### src/rtl/frame_ram_writer_if.sv
// Pixel stream handshake plus frame RAM write port, bundled so the writer
// and its environment see one bus.
interface frame_ram_writer_if;
    logic [7:0]  in_data;
    logic        in_valid;
    logic        in_ready;
    logic [17:0] wraddress;
    logic [7:0]  data;
    logic        wren;

    modport slave (
        input  in_data, in_valid,
        output in_ready, wraddress, data, wren
    );

    modport master (
        output in_data, in_valid,
        input  in_ready, wraddress, data, wren
    );
endinterface

### src/rtl/frame_ram_writer.sv
// Streams one grayscale frame (1 byte/pixel, row-major) into the frame RAM
// write port, starting at BASE_ADDRESS, and reports done after the last pixel.
module frame_ram_writer #(
    parameter logic [17:0] BASE_ADDRESS = 18'h10,
    parameter int          IMG_WIDTH    = 400,
    parameter int          IMG_HEIGHT   = 433
) (
    input  logic                 clk,
    input  logic                 rst,
    input  logic                 start,
    input  logic                 abort,
    frame_ram_writer_if.slave    bus,
    output logic [9:0]           cur_x,
    output logic [9:0]           cur_y,
    output logic                 busy,
    output logic                 done
);
    localparam logic [9:0] X_LAST = 10'(IMG_WIDTH - 1);
    localparam logic [9:0] Y_LAST = 10'(IMG_HEIGHT - 1);

    typedef enum logic [1:0] {IDLE, WRITE, DONE} state_t;

    state_t      state;
    logic [17:0] ptr;
    logic        accept;
    logic        last_px;

    assign bus.in_ready = (state == WRITE);
    assign accept       = bus.in_valid && (state == WRITE);
    assign last_px      = (cur_x == X_LAST) && (cur_y == Y_LAST);

    always_ff @(posedge clk or posedge rst) begin
        if (rst) begin
            state         <= IDLE;
            ptr           <= BASE_ADDRESS;
            cur_x         <= '0;
            cur_y         <= '0;
            busy          <= 1'b0;
            done          <= 1'b0;
            bus.wren      <= 1'b0;
            bus.wraddress <= BASE_ADDRESS;
            bus.data      <= '0;
        end else begin
            bus.wren <= 1'b0;
            case (state)
                IDLE: begin
                    if (start && !abort) begin
                        state <= WRITE;
                        busy  <= 1'b1;
                        done  <= 1'b0;
                        ptr   <= BASE_ADDRESS;
                        cur_x <= '0;
                        cur_y <= '0;
                    end
                end
                WRITE: begin
                    // abort wins over a same-cycle accept: that byte is never written
                    if (abort) begin
                        state <= IDLE;
                        busy  <= 1'b0;
                        ptr   <= BASE_ADDRESS;
                        cur_x <= '0;
                        cur_y <= '0;
                    end else if (accept) begin
                        bus.wren      <= 1'b1;
                        bus.data      <= bus.in_data;
                        bus.wraddress <= ptr;
                        if (last_px) begin
                            state <= DONE;
                            busy  <= 1'b0;
                            done  <= 1'b1;
                            ptr   <= BASE_ADDRESS;
                            cur_x <= '0;
                            cur_y <= '0;
                        end else begin
                            ptr <= ptr + 18'd1;
                            if (cur_x == X_LAST) begin
                                cur_x <= '0;
                                cur_y <= cur_y + 10'd1;
                            end else begin
                                cur_x <= cur_x + 10'd1;
                            end
                        end
                    end
                end
                DONE: begin
                    if (abort) begin
                        state <= IDLE;
                        done  <= 1'b0;
                    end else if (start) begin
                        state <= WRITE;
                        busy  <= 1'b1;
                        done  <= 1'b0;
                        ptr   <= BASE_ADDRESS;
                        cur_x <= '0;
                        cur_y <= '0;
                    end
                end
                default: begin
                    state <= IDLE;
                    busy  <= 1'b0;
                    done  <= 1'b0;
                end
            endcase
        end
    end
endmodule

### src/flat_wrapper.sv
// flat-port wrapper written by rule: the top's interface ports become plain ports
module frame_ram_writer_flat 
#(
    parameter logic [17:0] BASE_ADDRESS = 18'h10,
    parameter int          IMG_WIDTH    = 400,
    parameter int          IMG_HEIGHT   = 433
)
  (clk, rst, start, abort, cur_x, cur_y, busy, done, bus_in_data, bus_in_valid, bus_in_ready, bus_wraddress, bus_data, bus_wren);
  frame_ram_writer_if bus_i ();
  input  logic clk;
  input  logic rst;
  input  logic start;
  input  logic abort;
  output logic [9:0] cur_x;
  output logic [9:0] cur_y;
  output logic busy;
  output logic done;
  input wire logic [$bits(bus_i.in_data)-1:0] bus_in_data;
  input wire logic [$bits(bus_i.in_valid)-1:0] bus_in_valid;
  output wire logic [$bits(bus_i.in_ready)-1:0] bus_in_ready;
  output wire logic [$bits(bus_i.wraddress)-1:0] bus_wraddress;
  output wire logic [$bits(bus_i.data)-1:0] bus_data;
  output wire logic [$bits(bus_i.wren)-1:0] bus_wren;
  assign bus_i.in_data = bus_in_data;
  assign bus_i.in_valid = bus_in_valid;
  assign bus_in_ready = bus_i.in_ready;
  assign bus_wraddress = bus_i.wraddress;
  assign bus_data = bus_i.data;
  assign bus_wren = bus_i.wren;
  frame_ram_writer #(.BASE_ADDRESS(BASE_ADDRESS), .IMG_WIDTH(IMG_WIDTH), .IMG_HEIGHT(IMG_HEIGHT)) u_core (.clk(clk), .rst(rst), .start(start), .abort(abort), .bus(bus_i), .cur_x(cur_x), .cur_y(cur_y), .busy(busy), .done(done));
endmodule
### config.mk
export PLATFORM = sky130hd
export DESIGN_NAME = frame_ram_writer_flat
export DESIGN_NICKNAME = d
export VERILOG_FILES = /design/src/rtl/frame_ram_writer_if.sv /design/src/rtl/frame_ram_writer.sv /design/src/flat_wrapper.sv
export SDC_FILE = /design/constraint.sdc
export NUM_CORES = 1
export LEC_CHECK = 0
export ABC_CLOCK_PERIOD_IN_PS = 2600
export CORE_MARGIN = 5
export CORE_UTILIZATION = 45
export DETAILED_ROUTE_END_ITERATION = 7
export PLACE_DENSITY = 0.7
export REMOVE_ABC_BUFFERS = 1
export SLEW_MARGIN = 20
export SYNTH_ARGS = -nofsm -noshare
export SYNTH_HDL_FRONTEND = slang
export SYNTH_SLANG_ARGS = --single-unit
### constraint.sdc
create_clock -name clk -period 2.6 [get_ports clk]
set_input_delay 0.52 -clock clk [delete_from_list [all_inputs] [get_ports clk]]
set_output_delay 0.52 -clock clk [all_outputs]
set_load 0.02 [all_outputs]
==> results.md, run 1 <==
* Status: completed
* Hold-fix buffers at CTS at 0
* Gr ovfl total at 0
* Final design utilization at 59.98%
* Site Rows at 31
* Final wirelength at 7077 µm
* Worst vdd ir at 0.4957 mV
* R2R Setup Slk at 340 ps
* Max Root-Sink Buffers at 2
* Reg clk slew, reported paths at 70 ps
* Mapped Area at 3249 µm²
* Synth area leaders: dfrtp_1 (52%), mux2_2 (9.0%), o21ai_0 (3.1%)
* Final net count at 394
* CTS tree: done
* Tightest Pin Transition at 624.8 ps
* Top Ports at 63
* Area added between synthesis and finish at 31.73%
* Synth async-reset ratio at 100.0%
* DIE AREA at 9020 µm²
* Clock skew at 6.095 ps
* Cell taking the most area after synthesis: dfrtp_1
* Vias in the first global route at 2602
* End of the worst hold path: u_core.bus.data[1]$_DFFE_PP0P_
* Wire per inst at 14.71 µm
* Fin Setup TNS at 0 ps
* CP startpoint kind: register
* Most frequent cell after synthesis: dfrtp_1
* Synth warnings at 0
* Power share of the clock group at 35.2%
* Synth top area share at 51.60%
* Rel. slew slack at 57.96%
* Register area share after synthesis at 53.22%
* Port Buffers at 62
* Post-CTS setup repair buffer count at 0
* FF-to-FF Start: u_core.cur_x[6]$_DFFE_PP0P_
* Internal at 1928 µW
* Vias at 2583
* Fin. max-slew vios at 0
* 1st-iter DRT viols at 100
* First-pass GRT wire length at 12200 µm
* R2R cell count at 5
* Mean Syn Cell Area at 10.83 µm²
* Area after DPL at 4074 µm²
* Initial antenna violation count at 0
* Maxcap violations at 0
* Diodes inserted at 0
* Leakage at 0.001782 µW
* Drt via density at 5.370
* Synth top cells by count: dfrtp_1 (67), mux2_2 (26), nor2_1 (22)
* WHS Path Cells at 1
* RSZ-0062 raised after global routing: false
* ANT nets after route at 0
* Post-route cell area at 4280 µm²
* Die Width at 94.98 µm
* DRT Pass-1 Iters at 4
* Gpl congestion at 0.8923
* Post-Syn Instances at 300
* Post-DP HPWL at 4972 µm
* Worst path arrival time at 2540 ps
* Setup violations, final at 0
* Chip Height at 94.98 µm
* Minimum clock period at 2258 ps
* NetSw at 727.7 µW
* Period utilization at 86.85%
* Count of final hold-check violations at 0
* Seq pwr share at 45.1%
* Starting Density at 45.53%
* Largest net degree at the start of global routing at 70
* CTS resizes at 0
* Comb pwr share at 19.8%
* DRC viols at 0
* Seq cells post-synth at 69
* CP Max Fanout at 7
* Fmax achieved at 442.8 MHz
* Switching Fraction at 27.40%
* Hold_sp: u_core.bus.data[1]$_DFFE_PP0P_
* Hold Crit Class: register to register
* Critical R2R Capture: u_core.cur_y[9]$_DFFE_PP0P_
* Core Area at 7137 µm²
* Pwr/cell area at 620.5 nW/µm²
* Total CTS buffers at 9
* Clk Latency, worst-skew pair at 340 ps
* Clock sinks at 69
* Cell variety after synth at 48
* Root Driver: clkbuf_8
* Critical Path RT at 2880 ps
* Most used DFF post-synth: dfrtp_1
* Fraction of layout cells with a size suffix above 1 at 17.28%
* CTS H-tree lvls at 3
* GRT Util Overall at 17.21%
* CP Class: register to register
* Post-synth EDFFs at 0
* CP endpoint kind: register
==> worst max-delay path: stages, from the launching register on <==
cell	delay, ps
dfrtp_1	430
or4_4	580
o31ai_4	400
nand2_4	120
or4_4	530
a21oi_2	140
==> power groups by stage <==
stage                     Sequential (µW)  Combinational, µW  Clock [µW]
final                                1200                525         934
after global routing                 1210                570        1000
after CTS                            1200                533         952
after detailed placement             1220                532           0
after global placement               1210                527           0
after floorplan                      1290                195           0
==> area by class of cell <==
cell class,count,area [µm²]
clock buffers,11,131.4
clock inverters,5,75.07
fillers,661,2856
inverters,11,41.29
multi-input cells,212,1444
flip-flops and latches,69,1729
well taps,99,123.9
repair buffers,74,735.7
==> state kept, by name, indices dropped and copies added, names as in the netlist <==
register	flops
u_core.bus.wraddress	18
u_core.ptr	18
u_core.cur_x	10
u_core.cur_y	10
u_core.bus.data	8
u_core.state	2
u_core.bus.wren	1
u_core.busy	1
u_core.done	1
==> routing by layer <==
metal	wire (µm)	global-route usage, %	vias up
li1	-	-	1240
met1	3306	22.82	1275
met2	3384	27.42	55
met3	275	3.267	13
met4	110	7.572	0
met5	0	0	-
==> placed cells by master (no fill, tap or decap), types with 2 or more instances in the layout <==
master,netlist,layout
buf_4,0,10
mux2_2,26,26
nor2b_1,2,2
dfrtp_1,67,67
a32o_1,2,2
nor2_1,22,22
a21o_1,2,2
clkinv_2,0,3
clkbuf_1,4,2
nor4b_1,3,3
o31ai_1,2,2
inv_1,11,10
dfstp_2,2,2
nor4_1,2,2
o41ai_1,2,2
or4_4,2,2
buf_12,0,2
xnor2_1,6,6
o22ai_1,2,2
and3_1,5,5
nand2_1,21,21
nand3_1,19,19
bufinv_16,0,2
nand2b_1,3,3
nor3_1,4,4
a21oi_1,16,16
or3_1,10,10
o21ai_0,20,20
nand4_1,10,10
clkdlybuf4s50_1,0,62
xor2_1,7,7
ha_1,4,4
clkbuf_8,0,9
==> per-stage QoR <==
| step | instances | hold slack, ps | total power [µW] | setup WS (ps) |
|---|---|---|---|---|
| CTS | 481 | 511.5 | 2683 | 330.8 |
| global placement | 465 | 488.5 | 1742 | 249.2 |
| detailed placement | 465 | 494.5 | 1752 | 148.7 |
| floorplan | 292 | 486.5 | 1487 | 343.4 |
| global route | 481 | 524.2 | 2778 | 254.1 |
| finish | 481 | 507.4 | 2656 | 341.8 |
==> cells by family after synthesis <==
group / count (synthesis) / share of synthesized area (%)
flip-flops: 69 / 53.22
AND/OR/NAND/NOR: 113 / 18.79
adder cells (fa/ha/maj): 4 / 1.540
XOR/XNOR: 13 / 3.504
buffers and inverters: 19 / 2.349
AO/OA/AOI/OAI: 56 / 11.59
multiplexers: 26 / 9.010
==> how the worst max path moves through the flow <==
stage / from / to / depth (start not counted)
6_report: u_core.cur_x[6]$_DFFE_PP0P_ / u_core.cur_y[9]$_DFFE_PP0P_ / 5
5_1_grt: u_core.cur_y[1]$_DFFE_PP0P_ / u_core.done$_DFFE_PP0P_ / 7
4_1_cts: u_core.cur_x[6]$_DFFE_PP0P_ / u_core.cur_y[9]$_DFFE_PP0P_ / 5
3_5_place_dp: abort / u_core.ptr[17]$_DFFE_PP0P_ / 6
3_3_place_gp: abort / u_core.ptr[17]$_DFFE_PP0P_ / 6
2_1_floorplan: rst / u_core.bus.data[0]$_DFFE_PP0P_ / 1
Note: power is estimated with default switching activity, not from simulation.
==> inputs of run 2 (changes only) <==
CORE_UTILIZATION = 40   (was 45)
PLACE_DENSITY = 0.63   (was 0.7)
==> results.md, run 2 (synthesized netlist as in run 1, its figures left out) <==
* Status: completed (unchanged)
* CTS H-tree lvls at 3 (unchanged)
* Leakage at 0.001793 µW (was 0.001782 µW)
* Fmax achieved at 443.3 MHz (was 442.8 MHz)
* Initial antenna violation count at 0 (unchanged)
* Die Width at 100.1 µm (was 94.98 µm)
* Site Rows at 32 (was 31)
* Pwr/cell area at 660.3 nW/µm² (was 620.5 nW/µm²)
* Maxcap violations at 0 (unchanged)
* RSZ-0062 raised after global routing: false (unchanged)
* Hold Crit Class: register to register (unchanged)
* Reg clk slew, reported paths at 80 ps (was 70 ps)
* Rel. slew slack at 66.13% (was 57.96%)
* Clk Latency, worst-skew pair at 340 ps (about the same)
* Placed cell count at 467 (was 465)
* CP endpoint kind: register (unchanged)
* Fin Setup TNS at 0 ps (unchanged)
* Vias at 2539 (was 2583)
* Chip Height at 100.1 µm (was 94.98 µm)
* Place WS at 170.7 ps (was 148.7 ps)
* CTS resizes at 0 (unchanged)
* Power Total at 2861 µW (was 2656 µW)
* CTS tree: done (unchanged)
* 1st-iter DRT viols at 108 (was 100)
* Root Driver: clkbuf_8 (unchanged)
* Minimum clock period at 2256 ps (was 2258 ps)
* Total CTS buffers at 9 (unchanged)
* DRT Pass-1 Iters at 4 (unchanged)
* Diodes inserted at 0 (unchanged)
* Period utilization at 86.77% (was 86.85%)
* Worst vdd ir at 0.4095 mV (was 0.4957 mV)
* Clock sinks at 69 (unchanged)
* GRT Util Overall at 15.29% (was 17.21%)
* CP startpoint kind: register (unchanged)
* ANT nets after route at 0 (unchanged)
* Most frequent cells in the layout: dfrtp_1 (67), clkdlybuf4s50_1 (62), mux2_2 (26), nor2_1 (22), nand2_1 (21) (unchanged)
* Hold-fix buffers at CTS at 0 (unchanged)
* First-pass GRT wire length at 12320 µm (was 12200 µm)
* Port Buffers at 62 (unchanged)
* Post-route cell area at 4333 µm² (was 4280 µm²)
* Drt via density at 5.257 (was 5.370)
* Post-DP HPWL at 5093 µm (was 4972 µm)
* DRC viols at 0 (unchanged)
* Commonest non-fill, non-tap cell in the layout: dfrtp_1 (unchanged)
* Top flop regs: u_core.bus.wraddress x18, u_core.ptr x18 (unchanged)
* Final wirelength at 7180 µm (was 7077 µm)
* Gpl congestion at 0.8256 (was 0.8923)
* Gr ovfl total at 0 (unchanged)
* Fin. max-slew vios at 0 (unchanged)
* Clock skew at 10.46 ps (was 6.095 ps)
* Worst path arrival time at 2530 ps (was 2540 ps)
* Non-filler cells, final at 483 (was 481)
* Starting Density at 41.62% (was 45.53%)
* Top Ports at 63 (unchanged)
* Core Area at 7807 µm² (was 7137 µm²)
* DIE AREA at 10030 µm² (was 9020 µm²)
* Max Root-Sink Buffers at 2 (unchanged)
* Post-CTS setup repair buffer count at 0 (unchanged)
* Wire per inst at 14.87 µm (was 14.71 µm)
* Largest net degree at the start of global routing at 46 (was 70)
* Vias in the first global route at 2546 (was 2602)
* Count of final hold-check violations at 0 (unchanged)
* Fraction of layout cells with a size suffix above 1 at 17.32% (was 17.28%)
* Area after DPL at 4070 µm² (was 4074 µm²)
* CP Class: register to register (unchanged)
* Area added between synthesis and finish at 33.35% (was 31.73%)
* Tightest Pin Transition at 503.4 ps (was 624.8 ps)
* Post-route setup slack at 344.0 ps (was 341.8 ps)
* Final net count at 393 (was 394)
* CP Max Fanout at 7 (unchanged)
* Critical Path RT at 2870 ps (was 2880 ps)
* Setup violations, final at 0 (unchanged)
-- run 2: cell type report --
cell class / count / area, µm²
Tap cell: 102 / 127.6
Inverter: 11 / 41.29
Fill cell: 707 / 3475
Timing Repair Buffer: 73 / 728.2
Clock inverter: 6 / 135.1
Multi-Input combinational cell: 212 / 1444
Sequential cell: 69 / 1729
Clock buffer: 10 / 127.6
-- run 2: power breakdown --
| group | leakage (µW) | total (µW) | internal, µW | switching (µW) |
|---|---|---|---|---|
| Sequential | 0.000934 | 1200 | 1140 | 52.1 |
| Clock | 0.000123 | 1150 | 735 | 411 |
| Combinational | 0.000735 | 519 | 241 | 278 |
| Total | 0.00179 | 2860 | 2120 | 741 |
-- run 2: final timing paths --
check                                               startpoint  slack, ps  cells past startpoint                             endpoint
setup / recovery                   u_core.cur_x[6]$_DFFE_PP0P_        340                      5          u_core.cur_y[9]$_DFFE_PP0P_
hold / removal             u_core.bus.wraddress[5]$_DFFE_PP0P_        510                      1  u_core.bus.wraddress[5]$_DFFE_PP0P_
setup reg to reg                   u_core.cur_x[6]$_DFFE_PP0P_        340                      5          u_core.cur_y[9]$_DFFE_PP0P_
hold reg to reg            u_core.bus.wraddress[5]$_DFFE_PP0P_        510                      1  u_core.bus.wraddress[5]$_DFFE_PP0P_
max in group asynchronous                                  rst       1400                      3  u_core.bus.wraddress[4]$_DFFE_PP1P_
min in group asynchronous                                  rst        530                      2              u_core.busy$_DFFE_PP0P_
-- run 2: critical path, stage by stage, from the launching register on --
cell and delay [ps]:
dfrtp_1 440, or4_4 580, o31ai_4 380, nand2_4 120, or4_4 530, a21oi_2 130
-- run 2: per-layer routing --
metal  vias up  wire (µm)  global-route usage, %
li1       1240          -                      -
met4         0        111                  5.285
met3        11        267                  3.475
met2        46       3341                  24.31
met5         -          0                      0
met1      1242       3459                  20.60
-- run 2: stage by stage --
| stage | hold WS, ps | util [%] |
|---|---|---|
| floorplan | 486.5 | - |
| global placement | 489.1 | 52.13 |
| detailed placement | 494.9 | 52.13 |
| CTS | 513.1 | 55.50 |
| global route | 530.9 | 55.50 |
| finish | 506.6 | 55.50 |
==> inputs of run 3 (changes only) <==
CORE_MARGIN = unset   (was 5)
==> results.md, run 3 (synthesized netlist as in run 1, its figures left out) <==
* Period utilization at 87.16% (was 86.77%)
* Wire per inst at 14.45 µm (was 14.87 µm)
* Drt via density at 5.286 (was 5.257)
* Minimum clock period at 2266 ps (was 2256 ps)
* Gpl congestion at 0.8634 (was 0.8256)
* Setup violations, final at 0 (unchanged)
* Buffers & Inverters on Critical Path at 0 (unchanged)
* Area added between synthesis and finish at 32.54% (was 33.35%)
* Pwr/cell area at 624.6 nW/µm² (was 660.3 nW/µm²)
* CP peak stage delay at 590 ps (was 580 ps)
* DIE AREA at 8488 µm² (was 10030 µm²)
* Diodes inserted at 0 (unchanged)
* Placed cell count at 467 (unchanged)
* Die Width at 92.13 µm (was 100.1 µm)
* Fraction of layout cells with a size suffix above 1 at 17.59% (was 17.32%)
* Commonest non-fill, non-tap cell in the layout: dfrtp_1 (unchanged)
* CP cell instances: or4_4 > o31ai_4 > nand2_4 > or4_4 > a21oi_2 (unchanged)
* Chip Height at 92.13 µm (was 100.1 µm)
* Total CTS buffers at 9 (unchanged)
* Clk Latency, worst-skew pair at 340 ps (about the same)
* Port Buffers at 62 (unchanged)
* Maxcap violations at 0 (unchanged)
* Post-CTS setup repair buffer count at 0 (unchanged)
* Fin. max-slew vios at 0 (unchanged)
* Clock skew at 5.765 ps (was 10.46 ps)
* Hold WS at 506.8 ps (was 506.6 ps)
* Non-filler cells, final at 483 (unchanged)
* DRC viols at 0 (unchanged)
* Vias in the first global route at 2487 (was 2546)
* GRT Util Overall at 17.81% (was 15.29%)
* Site Rows at 32 (unchanged)
* 1st-iter DRT viols at 123 (was 108)
* ANT nets after route at 0 (unchanged)
* CP Max Fanout at 7 (unchanged)
* Vias at 2553 (was 2539)
* Critical Path RT at 2870 ps (about the same)
* Reg clk slew, reported paths at 70 ps (was 80 ps)
* Final wirelength at 6979 µm (was 7180 µm)
* Worst vdd ir at 0.4084 mV (was 0.4095 mV)
* DRT Pass-1 Iters at 4 (unchanged)
* Core Area at 7807 µm² (unchanged)
* Max Root-Sink Buffers at 2 (unchanged)
* CTS tree: done (unchanged)
* Rel. slew slack at 54.73% (was 66.13%)
* CTS H-tree lvls at 3 (unchanged)
* Power Total at 2690 µW (was 2861 µW)
* Initial antenna violation count at 0 (unchanged)
* Status: completed (unchanged)
* CP max-delay cell: or4_4 (unchanged)
* Hold Crit Class: register to register (unchanged)
* Final net count at 393 (unchanged)
* First-pass GRT wire length at 11940 µm (was 12320 µm)
* CTS resizes at 0 (unchanged)
* Top flop regs: u_core.bus.wraddress x18, u_core.ptr x18 (unchanged)
* RSZ-0062 raised after global routing: false (unchanged)
* Final design utilization at 55.16% (was 55.50%)
* CP endpoint kind: register (unchanged)
* Count of final hold-check violations at 0 (unchanged)
* Largest net degree at the start of global routing at 70 (was 46)
* Tightest Pin Transition at 672.9 ps (was 503.4 ps)
* CP startpoint kind: register (unchanged)
* Leakage at 0.001786 µW (was 0.001793 µW)
* Root Driver: clkbuf_8 (unchanged)
* Top Ports at 63 (unchanged)
* Gr ovfl total at 0 (unchanged)
* Fmax achieved at 441.3 MHz (was 443.3 MHz)
* Critical path's most frequent cell: or4_4 (unchanged)
* Fin Setup TNS at 0 ps (unchanged)
* Top delay family on crit path: simple AND/OR/NAND/NOR gates (unchanged)
* CP Class: register to register (unchanged)
* Clock sinks at 69 (unchanged)
* Starting Density at 41.62% (unchanged)
* Worst path arrival time at 2540 ps (was 2530 ps)
* Hold-fix buffers at CTS at 0 (unchanged)
* Most frequent cells in the layout: dfrtp_1 (67), clkdlybuf4s50_1 (62), mux2_2 (26), nor2_1 (22), nand2_1 (21) (unchanged)
* Post-DP HPWL at 4869 µm (was 5093 µm)
==> run 3: worst paths after layout <==
kind,slack [ps],to,cells past startpoint,start
worst max-delay path,330,u_core.cur_y[9]$_DFFE_PP0P_,5,u_core.cur_x[6]$_DFFE_PP0P_
worst min-delay path,510,u_core.bus.data[0]$_DFFE_PP0P_,1,u_core.bus.data[0]$_DFFE_PP0P_
worst max register to register,330,u_core.cur_y[9]$_DFFE_PP0P_,5,u_core.cur_x[6]$_DFFE_PP0P_
worst min register to register,510,u_core.bus.data[0]$_DFFE_PP0P_,1,u_core.bus.data[0]$_DFFE_PP0P_
max in group asynchronous,1690,u_core.ptr[4]$_DFFE_PP1P_,3,rst
min in group asynchronous,550,u_core.cur_y[4]$_DFFE_PP0P_,3,rst
==> run 3: power by group <==
group	leakage (µW)	internal, µW	switching (µW)
combinational	0.000739	247	278
sequential	0.000934	1140	52.9
clock	0.000112	564	403
==> run 3: layer usage <==
metal  wire length (µm)  global-route usage, %  share of wire [%]
met1               3341                  24.43                 48
met2               3237                  27.80                 46
met3                280                  3.400                4.0
met4                119                  7.031                1.7
met5                  0                      0                  0
==> run 3: area by class of cell <==
cell class                 count  area [µm²]
clock inverter                 6       86.33
clock buffer                  10       137.6
fill                         706        3501
multi-input combinational    212        1444
tap                          102       127.6
inverter                      11       41.29
timing repair buffer          73       740.7
sequential                    69        1729
==> run 3: stage by stage <==
stage,worst slack [ps],cell area [µm²]
global route,262.5,4307
CTS,337.2,4307
global placement,212.7,4083
floorplan,343.4,3214
detailed placement,144.5,4083
finish,333.9,4307
